--- config.mk ---
export PLATFORM = sky130hd
export DESIGN_NAME = simd_lane_accum
export DESIGN_NICKNAME = d
export VERILOG_FILES = /design/src/rtl/simd_lane_accum.sv
export SDC_FILE = /design/constraint.sdc
export NUM_CORES = 1
export LEC_CHECK = 0
export CAP_MARGIN = 5
export CORE_MARGIN = 5
export CORE_UTILIZATION = 57
export CTS_CLUSTER_DIAMETER = 120
export DETAILED_ROUTE_END_ITERATION = 10
export GPL_ROUTABILITY_DRIVEN = 0
export PLACE_DENSITY_LB_ADDON = 0.3
export REMOVE_ABC_BUFFERS = 1
export SYNTH_ARGS = -nofsm -noshare
export SYNTH_HDL_FRONTEND = slang
export SYNTH_SLANG_ARGS = --single-unit
--- constraint.sdc ---
create_clock -name clk_i -period 4.5 [get_ports clk_i]
set_clock_uncertainty 0.15 [all_clocks]
set_input_delay 0.45 -clock clk_i [delete_from_list [all_inputs] [get_ports clk_i]]
set_output_delay 0.45 -clock clk_i [all_outputs]
set_load 0.01 [all_outputs]
--- src/rtl/simd_lane_accum.sv ---
// SIMD lane accumulator: sums NLANES independent LANE_W-bit lanes over ACC_LEN valid samples.
// Optional lane saturation on overflow is enabled by `define SIMD_ACCUM_SATURATE_EN.
module simd_lane_accum #(
  parameter int NLANES  = 4,
  parameter int LANE_W  = 12,
  parameter int ACC_LEN = 16,
  parameter int INREG   = 1,
  parameter int SIGNED  = 1
) (
  input  logic                           clk_i,
  input  logic                           rst_i,
  input  logic                           clr_i,
  input  logic [NLANES*LANE_W-1:0]       dat_i,
  input  logic                           valid_i,
  output logic [NLANES*LANE_W-1:0]       dat_o,
  output logic                           valid_o,
  output logic [NLANES-1:0]              ovf_o,
  output logic [$clog2(ACC_LEN+1)-1:0]   cnt_o
);

  localparam int DW = NLANES * LANE_W;
  localparam int CW = $clog2(ACC_LEN + 1);

  logic [DW-1:0]     r_acc;
  logic [NLANES-1:0] r_ovf;
  logic [CW-1:0]     r_cnt;
  logic              r_vld;

  logic [DW-1:0]     w_as_dat;
  logic              w_as_vld;
  logic [DW-1:0]     w_add;
  logic [NLANES-1:0] w_lane_ovf;
  logic [CW-1:0]     w_cnt_inc;
  logic [DW-1:0]     w_acc_nxt;
  logic [NLANES-1:0] w_ovf_nxt;
  logic [CW-1:0]     w_cnt_nxt;
  logic              w_vld_nxt;

  // Optional input stage; clr_i kills the sample entering it so it never reaches AS.
  if (INREG != 0) begin : g_inreg
    logic [DW-1:0] r_in_dat;
    logic          r_in_vld;

    always_ff @(posedge clk_i) begin
      if (rst_i) begin
        r_in_dat <= '0;
        r_in_vld <= 1'b0;
      end else begin
        r_in_dat <= dat_i;
        r_in_vld <= valid_i & ~clr_i;
      end
    end

    assign w_as_dat = r_in_dat;
    assign w_as_vld = r_in_vld;
  end else begin : g_noinreg
    assign w_as_dat = dat_i;
    assign w_as_vld = valid_i;
  end

  // Per-lane adder, isolated so no carry crosses a lane boundary.
  for (genvar k = 0; k < NLANES; k++) begin : g_lane
    logic [LANE_W-1:0] w_a, w_b, w_sum, w_res;
    logic              w_carry, w_ovf;

    assign w_a = r_acc[k*LANE_W +: LANE_W];
    assign w_b = w_as_dat[k*LANE_W +: LANE_W];
    assign {w_carry, w_sum} = {1'b0, w_a} + {1'b0, w_b};
    assign w_ovf = (SIGNED != 0)
                 ? ((w_a[LANE_W-1] == w_b[LANE_W-1]) && (w_sum[LANE_W-1] != w_a[LANE_W-1]))
                 : w_carry;
`ifdef SIMD_ACCUM_SATURATE_EN
    localparam logic [LANE_W-1:0] SMAX = {1'b0, {(LANE_W-1){1'b1}}};
    localparam logic [LANE_W-1:0] SMIN = {1'b1, {(LANE_W-1){1'b0}}};
    localparam logic [LANE_W-1:0] UMAX = {LANE_W{1'b1}};
    assign w_res = !w_ovf ? w_sum : (SIGNED == 0) ? UMAX : (w_a[LANE_W-1] ? SMIN : SMAX);
`else
    assign w_res = w_sum;
`endif
    assign w_add[k*LANE_W +: LANE_W] = w_res;
    assign w_lane_ovf[k]             = w_ovf;
  end

  always_ff @(posedge clk_i) begin
    if (rst_i) begin
      r_acc <= '0;
      r_ovf <= '0;
      r_cnt <= '0;
      r_vld <= 1'b0;
    end else begin
      r_acc <= w_acc_nxt;
      r_ovf <= w_ovf_nxt;
      r_cnt <= w_cnt_nxt;
      r_vld <= w_vld_nxt;
    end
  end

  // Frame state lives in the counter: zero means the next sample starts a new frame.
  always_comb begin
    w_cnt_inc = r_cnt + CW'(1);
    w_acc_nxt = r_acc;
    w_ovf_nxt = r_ovf;
    w_cnt_nxt = r_cnt;
    w_vld_nxt = 1'b0;
    if (clr_i) begin
      w_cnt_nxt = '0;
      w_ovf_nxt = '0;
    end else if (w_as_vld) begin
      if (r_cnt == '0) begin
        w_acc_nxt = w_as_dat;
        w_ovf_nxt = '0;
      end else begin
        w_acc_nxt = w_add;
        w_ovf_nxt = r_ovf | w_lane_ovf;
      end
      if (w_cnt_inc == CW'(ACC_LEN)) begin
        w_cnt_nxt = '0;
        w_vld_nxt = 1'b1;
      end else begin
        w_cnt_nxt = w_cnt_inc;
      end
    end
  end

  always_comb begin
    dat_o   = r_acc;
    valid_o = r_vld;
    ovf_o   = r_ovf;
    cnt_o   = r_cnt;
  end

endmodule

==> impl_metrics.csv, run 1 <==
group,metric,value,unit
routing,vias,5359,
floorplan,coreArea,10320,um^2
floorplan,start_util,0.5826,
timing,worst_slew_pin_slew,925.5,ps
yosys,async_flop_share,0,
critical_path,rr_worst_depth,8,
timing,post-route-period-util,0.6014,
floorplan,die_w,112.7,um
status,outcome,"finished, final reports clean",
pwr,power_frac_seq,0.540,
cts,clock_path_buffers,2,
yosys,ys_seq_elements,107,
pwr,swShare,0.2552,
timing,drv_slew,0,
critical_path,cp_cell_sequence,"inv_1, ha_1, nor4b_4, buf_4, nor2_1, mux2i_1, a21oi_1, a311o_1",
pwr,internal_power,1.397,mW
floorplan,rows,37,
finish,final_nets,877,
worst_hold_path,hold_depth,2,
critical_path,critical_path.max_fanout,39,
critical_path,crit_buf_inv,2,
yosys,synth_warnings,0,
worst_hold_path,hold_path_end,"ovf_o[2]$_SDFFE_PP0P_",
critical_path,cp_num_cells,8,
worst_hold_path,hold_path_class,"reg -> reg",
timing,fin_crit,2706,ps
yosys,avgSynthCellArea,8.742,um^2
routing,drc,0,
placement,io_buffers,109,
critical_path,max_stage_delay,600,ps
cts,post-cts-setup-buffers,0,
finish,antenna_cells,0,
pwr,ir_drop,0.1719,mV
cts,cts_tree,"done",
floorplan,die_h,112.7,um
global_routing,antenna_found_initial,0,
critical_path,rrSetupSlack,1790,ps
floorplan,dieArea,12710,um^2
yosys,synthFlopType,"dfxtp_1",
routing,drt-pass1-iter-count,5,
pwr,combPwrFrac,0.146,
routing,drt_iter0_markers,305,
critical_path,arrival,2820,ps
cts,cts.sinks,107,
cts,numCtsBuffers,9,
routing,routed_wl,14.75,mm
timing,finalSetupViolCount,0,
cts,ctsHoldBuffers,0,
routing,wire_per_inst,16.12,um
timing,fin_hold_ws,323.3,ps
flow_run,max_cap_viol_count,0,
global_routing,grtUsageTotal,0.2314,
cts,clk-insertion-delay-late,370,ps
timing,rsz0062_at_grt,"no",
yosys,yosysUniqueCellTypes,68,
critical_path,cp_top_family,"simple AND/OR/NAND/NOR gates",
pwr,p_leak,2.931,nW
yosys,synth_area_leaders,"dfxtp_1 36%, ha_1 9.8%, nor2b_1 5.5%",
worst_hold_path,hold_start,"ovf_o[2]$_SDFFE_PP0P_",
yosys,synth_top_area_frac,0.3561,
yosys,syn_inst,688,
finish,postLayoutCellArea,7318,um^2
pwr,powerDensity,256.2,nW/um^2
cts,root_buffer,"clkbuf_8",
finish,fin_util,0.7089,
cts,clkTransAtPathRegs,90,ps
global_routing,grt_pass1_wl,24.63,mm
timing,fmax,0.3695,GHz
floorplan,io_pins,110,
critical_path,crit-reg2reg-capture,"dat_o[11]$_SDFFE_PP0P_",
critical_path,crit_type,"reg -> reg",
cts,h-tree-depth,3,
critical_path,required,4620,ps
critical_path,cp-end-kind,"register",
global_routing,grt-ovfl-total,0,
finish,fill_cells,794,
placement,dp_hpwl,10.43,mm
pwr,p_sw,0.4785,mW
critical_path,cp_slowest_cell,"nor4b_4",
timing,final.setup.tns,0,ps
critical_path,worst_setup_path_start_kind,"register",
cts,cts_resized,0,
routing,vias_per_cell,5.857,
placement,place_area,7131,um^2
yosys,yosysTopAreaCell,"dfxtp_1",
finish,area_delta_synth_final,21.68,%
finish,drive_gt1_frac,0.06033,
timing,hold_violations,0,
yosys,synth_area,6015,um^2
yosys,synth_edf_count,0,
pwr,clkPwrFrac,0.314,
critical_path,r2r-start,"cnt_o[0]$_SDFFE_PP0P_",
yosys,seq_area_frac_synth,0.3561,
global_routing,grt_max_degree,57,
timing,relSlewSlack,0.3830,
routing,final_antenna_net_count,0,
global_routing,grt_pass1_vias,5239,
==> cell usage in the layout (no fill, tap or decap), types with 5 or more instances in the layout <==
cell / instances
clkbuf_8: 10
a311oi_1: 17
a211oi_1: 9
buf_4: 5
a211o_1: 6
nor3_1: 16
nor2_1: 47
ha_1: 47
xnor2_1: 23
inv_1: 12
o21ai_0: 27
nand2_1: 73
clkdlybuf4s50_1: 108
dfxtp_1: 107
a21oi_1: 45
nand3_1: 14
a31oi_1: 11
and3_1: 7
o21ai_1: 9
nor2b_1: 52
mux2i_1: 8
xor2_1: 7
a21o_1: 19
o211ai_1: 9
nor4_1: 6
==> sequential cells by signal, indices dropped and copies added, names as in the netlist <==
name and count:
valid_o 1, cnt_o 5, g_inreg.r_in_dat 48, dat_o 48
ovf_o 4, g_inreg.r_in_vld 1
==> power by group through the flow <==
stage	Combinational [mW]	Clock (mW)	Sequential [mW]
5_1_grt	0.301	0.637	1.02
4_1_cts	0.274	0.602	1.01
3_3_place_gp	0.262	0	1.03
2_1_floorplan	0.150	0	1.03
6_report	0.274	0.588	1.01
3_5_place_dp	0.272	0	1.03
==> metal layers <==
| layer | share of wire | vias to the layer above | GRT usage |
|---|---|---|---|
| met5 | 0 | - | 0 |
| met4 | 0.016 | 0 | 0.07612 |
| met3 | 0.056 | 22 | 0.04706 |
| met2 | 0.50 | 166 | 0.4103 |
| met1 | 0.43 | 2517 | 0.2795 |
| li1 | - | 2654 | - |
==> tightest hold or removal path, delay by kind of cell, from the launching register on <==
family | cells | cell delay, ps
and+or+nand+nor | 1 | 70
DFF | 1 | 340
AOI/OAI and AO/OA | 1 | 40
==> cell usage after synthesis (all sizes together) (3+ instances only) <==
cell,number
nor3b,3
nand3,14
xnor2,23
a21o,19
and3,7
nand4,4
mux2i,8
a211oi,13
xor2,7
nor3,16
and2,4
inv,12
nor2b,53
nor4,7
clkbuf,24
nand2b,4
a2111oi,3
a21oi,48
o211ai,10
dfxtp,107
o21ai,39
ha,47
a311o,3
buf,15
nor2,49
fa,4
a311oi,19
a211o,6
nand2,74
o21a,4
o31ai,5
a31oi,11
==> metrics by stage <==
stage	instances	setup slack (ps)	power (mW)
after global routing	915	1602	1.957
after global placement	899	1691	1.296
final	915	1794	1.875
after detailed placement	899	1625	1.307
after floorplan	649	853.8	1.183
after CTS	915	1808	1.890
==> how the worst max path moves through the flow <==
stage	start	to	slack, ps
2_1_floorplan	g_inreg.r_in_vld$_SDFF_PP0_	dat_o[46]$_SDFFE_PP0P_	850
3_3_place_gp	clr_i	dat_o[23]$_SDFFE_PP0P_	1690
3_5_place_dp	clr_i	dat_o[10]$_SDFFE_PP0P_	1630
4_1_cts	cnt_o[0]$_SDFFE_PP0P_	dat_o[23]$_SDFFE_PP0P_	1810
5_1_grt	cnt_o[0]$_SDFFE_PP0P_	dat_o[11]$_SDFFE_PP0P_	1600
6_report	cnt_o[0]$_SDFFE_PP0P_	dat_o[11]$_SDFFE_PP0P_	1790
==> cells by family after synthesis <==
family                   after synthesis  synth area share
AO/OA/AOI/OAI                        195            0.2309
XOR/XNOR                              30           0.04369
AND/OR/NAND/NOR                      245            0.2059
flip-flops                           107            0.3561
multiplexers                           8           0.01331
adder cells (fa/ha/maj)               51            0.1111
buffers and inverters                 52           0.03890
==> final cells by class <==
cell class	instances	area (um^2)	share of cell area
Multi-Input combinational cell	529	3646	0.4982
Sequential cell	107	2142	0.2927
Timing Repair Buffer	114	1124	0.1535
Tap cell	136	170.2	0.02325
Clock buffer	14	152.6	0.02086
Inverter	13	48.80	0.006668
Clock inverter	2	35.03	0.004787
Power figures use the tool's default switching activity.
==> run 2, diff against run 1 <==
Settings changed: CORE_UTILIZATION 57 to 53.
Clock period 4.5 ns to 2.5 ns, I/O delays scaled along.
==> impl_metrics.csv, run 2 (same netlist as run 1, synthesis figures left out) <==
group,metric,value,unit
critical_path,crit_type,"reg -> reg",
critical_path,rr_worst_depth,8,
critical_path,cp-end-kind,"register",
floorplan,dieArea,13580,um^2
worst_hold_path,hold_path_class,"in -> reg",
finish,fill_cells,925,
worst_hold_path,hold_start,"rst_i",
routing,final_antenna_net_count,0,
timing,finalSetupViolCount,0,
critical_path,worst_setup_path_start_kind,"register",
critical_path,arrival,2490,ps
finish,drive_gt1_frac,0.09698,
finish,antenna_cells,0,
global_routing,grt_pass1_vias,5438,
placement,place_ws,-103.1,ps
placement,dp_hpwl,10.74,mm
floorplan,rows,39,
floorplan,io_pins,110,
finish,postLayoutCellArea,7665,um^2
timing,finalWorstSetupSlack,104.4,ps
cts,numCtsBuffers,9,
timing,fin_crit,2396,ps
critical_path,crit-reg2reg-capture,"dat_o[23]$_SDFFE_PP0P_",
placement,place_area,7254,um^2
global_routing,grt-ovfl-total,0,
routing,drt_iter0_markers,303,
finish,final_cell_mix,"108 x clkdlybuf4s50_1, 106 x dfxtp_1, 73 x nand2_1, 52 x nor2b_1, 47 x nor2_1",
floorplan,coreArea,11270,um^2
finish,layout_commonest_cell,"clkdlybuf4s50_1",
timing,final.setup.tns,0,ps
cts,cts_tree,"done",
timing,hold_violations,0,
finish,multiInputGateArea,3702,um^2
critical_path,rrSetupSlack,100,ps
routing,routed_wl,15.10,mm
cts,root_buffer,"clkbuf_16",
finish,seqCellArea,2143,um^2
timing,drv_slew,0,
cts,clkTransAtPathRegs,70,ps
floorplan,start_util,0.5336,
cts,h-tree-depth,3,
pwr,powerDensity,504.8,nW/um^2
cts,cts.sinks,107,
global_routing,grt_max_degree,90,
global_routing,antenna_found_initial,0,
flow_run,max_cap_viol_count,0,
critical_path,critical_path.max_fanout,6,
cts,clock_path_buffers,2,
worst_hold_path,hold_depth,3,
pwr,ir_drop,0.4730,mV
routing,vias_per_cell,5.773,
timing,relSlewSlack,0.6215,
critical_path,r2r-start,"dat_o[18]$_SDFFE_PP0P_",
global_routing,grt_pass1_wl,25.14,mm
routing,drc,0,
worst_hold_path,hold_path_end,"dat_o[40]$_SDFFE_PP0P_",
timing,post-route-period-util,0.9582,
pwr,finalPower,3.869,mW
timing,fmax,0.4174,GHz
pwr,p_leak,3.070,nW
critical_path,required,2600,ps
routing,vias,5409,
finish,final_nets,894,
cts,clk-insertion-delay-late,360,ps
status,outcome,"finished, final reports clean",
finish,area_delta_synth_final,27.44,%
routing,drt-pass1-iter-count,4,
floorplan,die_h,116.5,um
floorplan,die_w,116.5,um
routing,wire_per_inst,16.12,um
placement,io_buffers,109,
global_routing,grtUsageTotal,0.2284,
timing,worst_slew_pin_slew,565.7,ps
run 2: cell types whose count changed in the layout (fill, tap and decap cells not counted), moves of 3 or more:
cell       delta
buf_4        +15
clkbuf_16     +9
clkbuf_8      -9
clkbuf_1      -4
fa_1          -3
fa_2          +3
run 2: routing by layer:
| layer | GRT usage | share of wire | vias to the layer above |
|---|---|---|---|
| met2 | 0.4165 | 0.51 | 124 |
| met5 | 0 | 0 | - |
| met4 | 0.05646 | 0.010 | 0 |
| li1 | - | - | 2683 |
| met3 | 0.05907 | 0.057 | 10 |
| met1 | 0.2659 | 0.42 | 2592 |
run 2: report_power, final:
part / switching (mW) / internal (mW)
Clock: 0.635 / 0.896
Combinational: 0.248 / 0.266
Sequential: 0.0539 / 1.77
run 2: worst max-delay path: stages, from the launching register on:
cell      delay [ps]
dfxtp_1          360
ha_2             340
a2111o_2         450
o21ai_2           90
a211oi_2          90
nor2_2           180
mux2i_1          230
a21oi_1           90
a311o_1          320
run 2: area by class of cell:
cell class                      instances  share of cell area
Multi-Input combinational cell        529              0.4830
Sequential cell                       107              0.2796
Timing Repair Buffer                  131              0.1665
Clock buffer                           10             0.03118
Tap cell                              143             0.02334
Clock inverter                          4            0.009958
Inverter                               13            0.006366
run 2: stage by stage:
stage | util | hold slack [ps] | instances
finish | 0.6800 | 254.2 | 937
global route | 0.6800 | 291.7 | 937
CTS | 0.6722 | 272.9 | 932
detailed placement | 0.6436 | 324.0 | 918
global placement | 0.6436 | 308.2 | 918
floorplan | - | 169.1 | 649
run 2: how the worst max path moves through the flow:
stage / cells past startpoint / startpoint / to
floorplan: 5 / g_inreg.r_in_vld$_SDFF_PP0_ / dat_o[46]$_SDFFE_PP0P_
global placement: 8 / dat_o[24]$_SDFFE_PP0P_ / dat_o[34]$_SDFFE_PP0P_
detailed placement: 8 / dat_o[24]$_SDFFE_PP0P_ / dat_o[34]$_SDFFE_PP0P_
CTS: 8 / dat_o[24]$_SDFFE_PP0P_ / dat_o[34]$_SDFFE_PP0P_
global route: 8 / dat_o[24]$_SDFFE_PP0P_ / dat_o[34]$_SDFFE_PP0P_
finish: 8 / dat_o[18]$_SDFFE_PP0P_ / dat_o[23]$_SDFFE_PP0P_
run 2: timing repair:
item,4_1_cts,5_1_grt
hold buffers,0,0
resized for setup,2,11
buffers inserted,0,5
pin swaps,1,6
endpoints found under the setup margin,2,5
==> run 3, diff against run 2 <==
Settings changed: SLEW_MARGIN from default to 10.
==> results of run 3 <==
No change in the layout: final DEF, timing and power equal those of run 2.
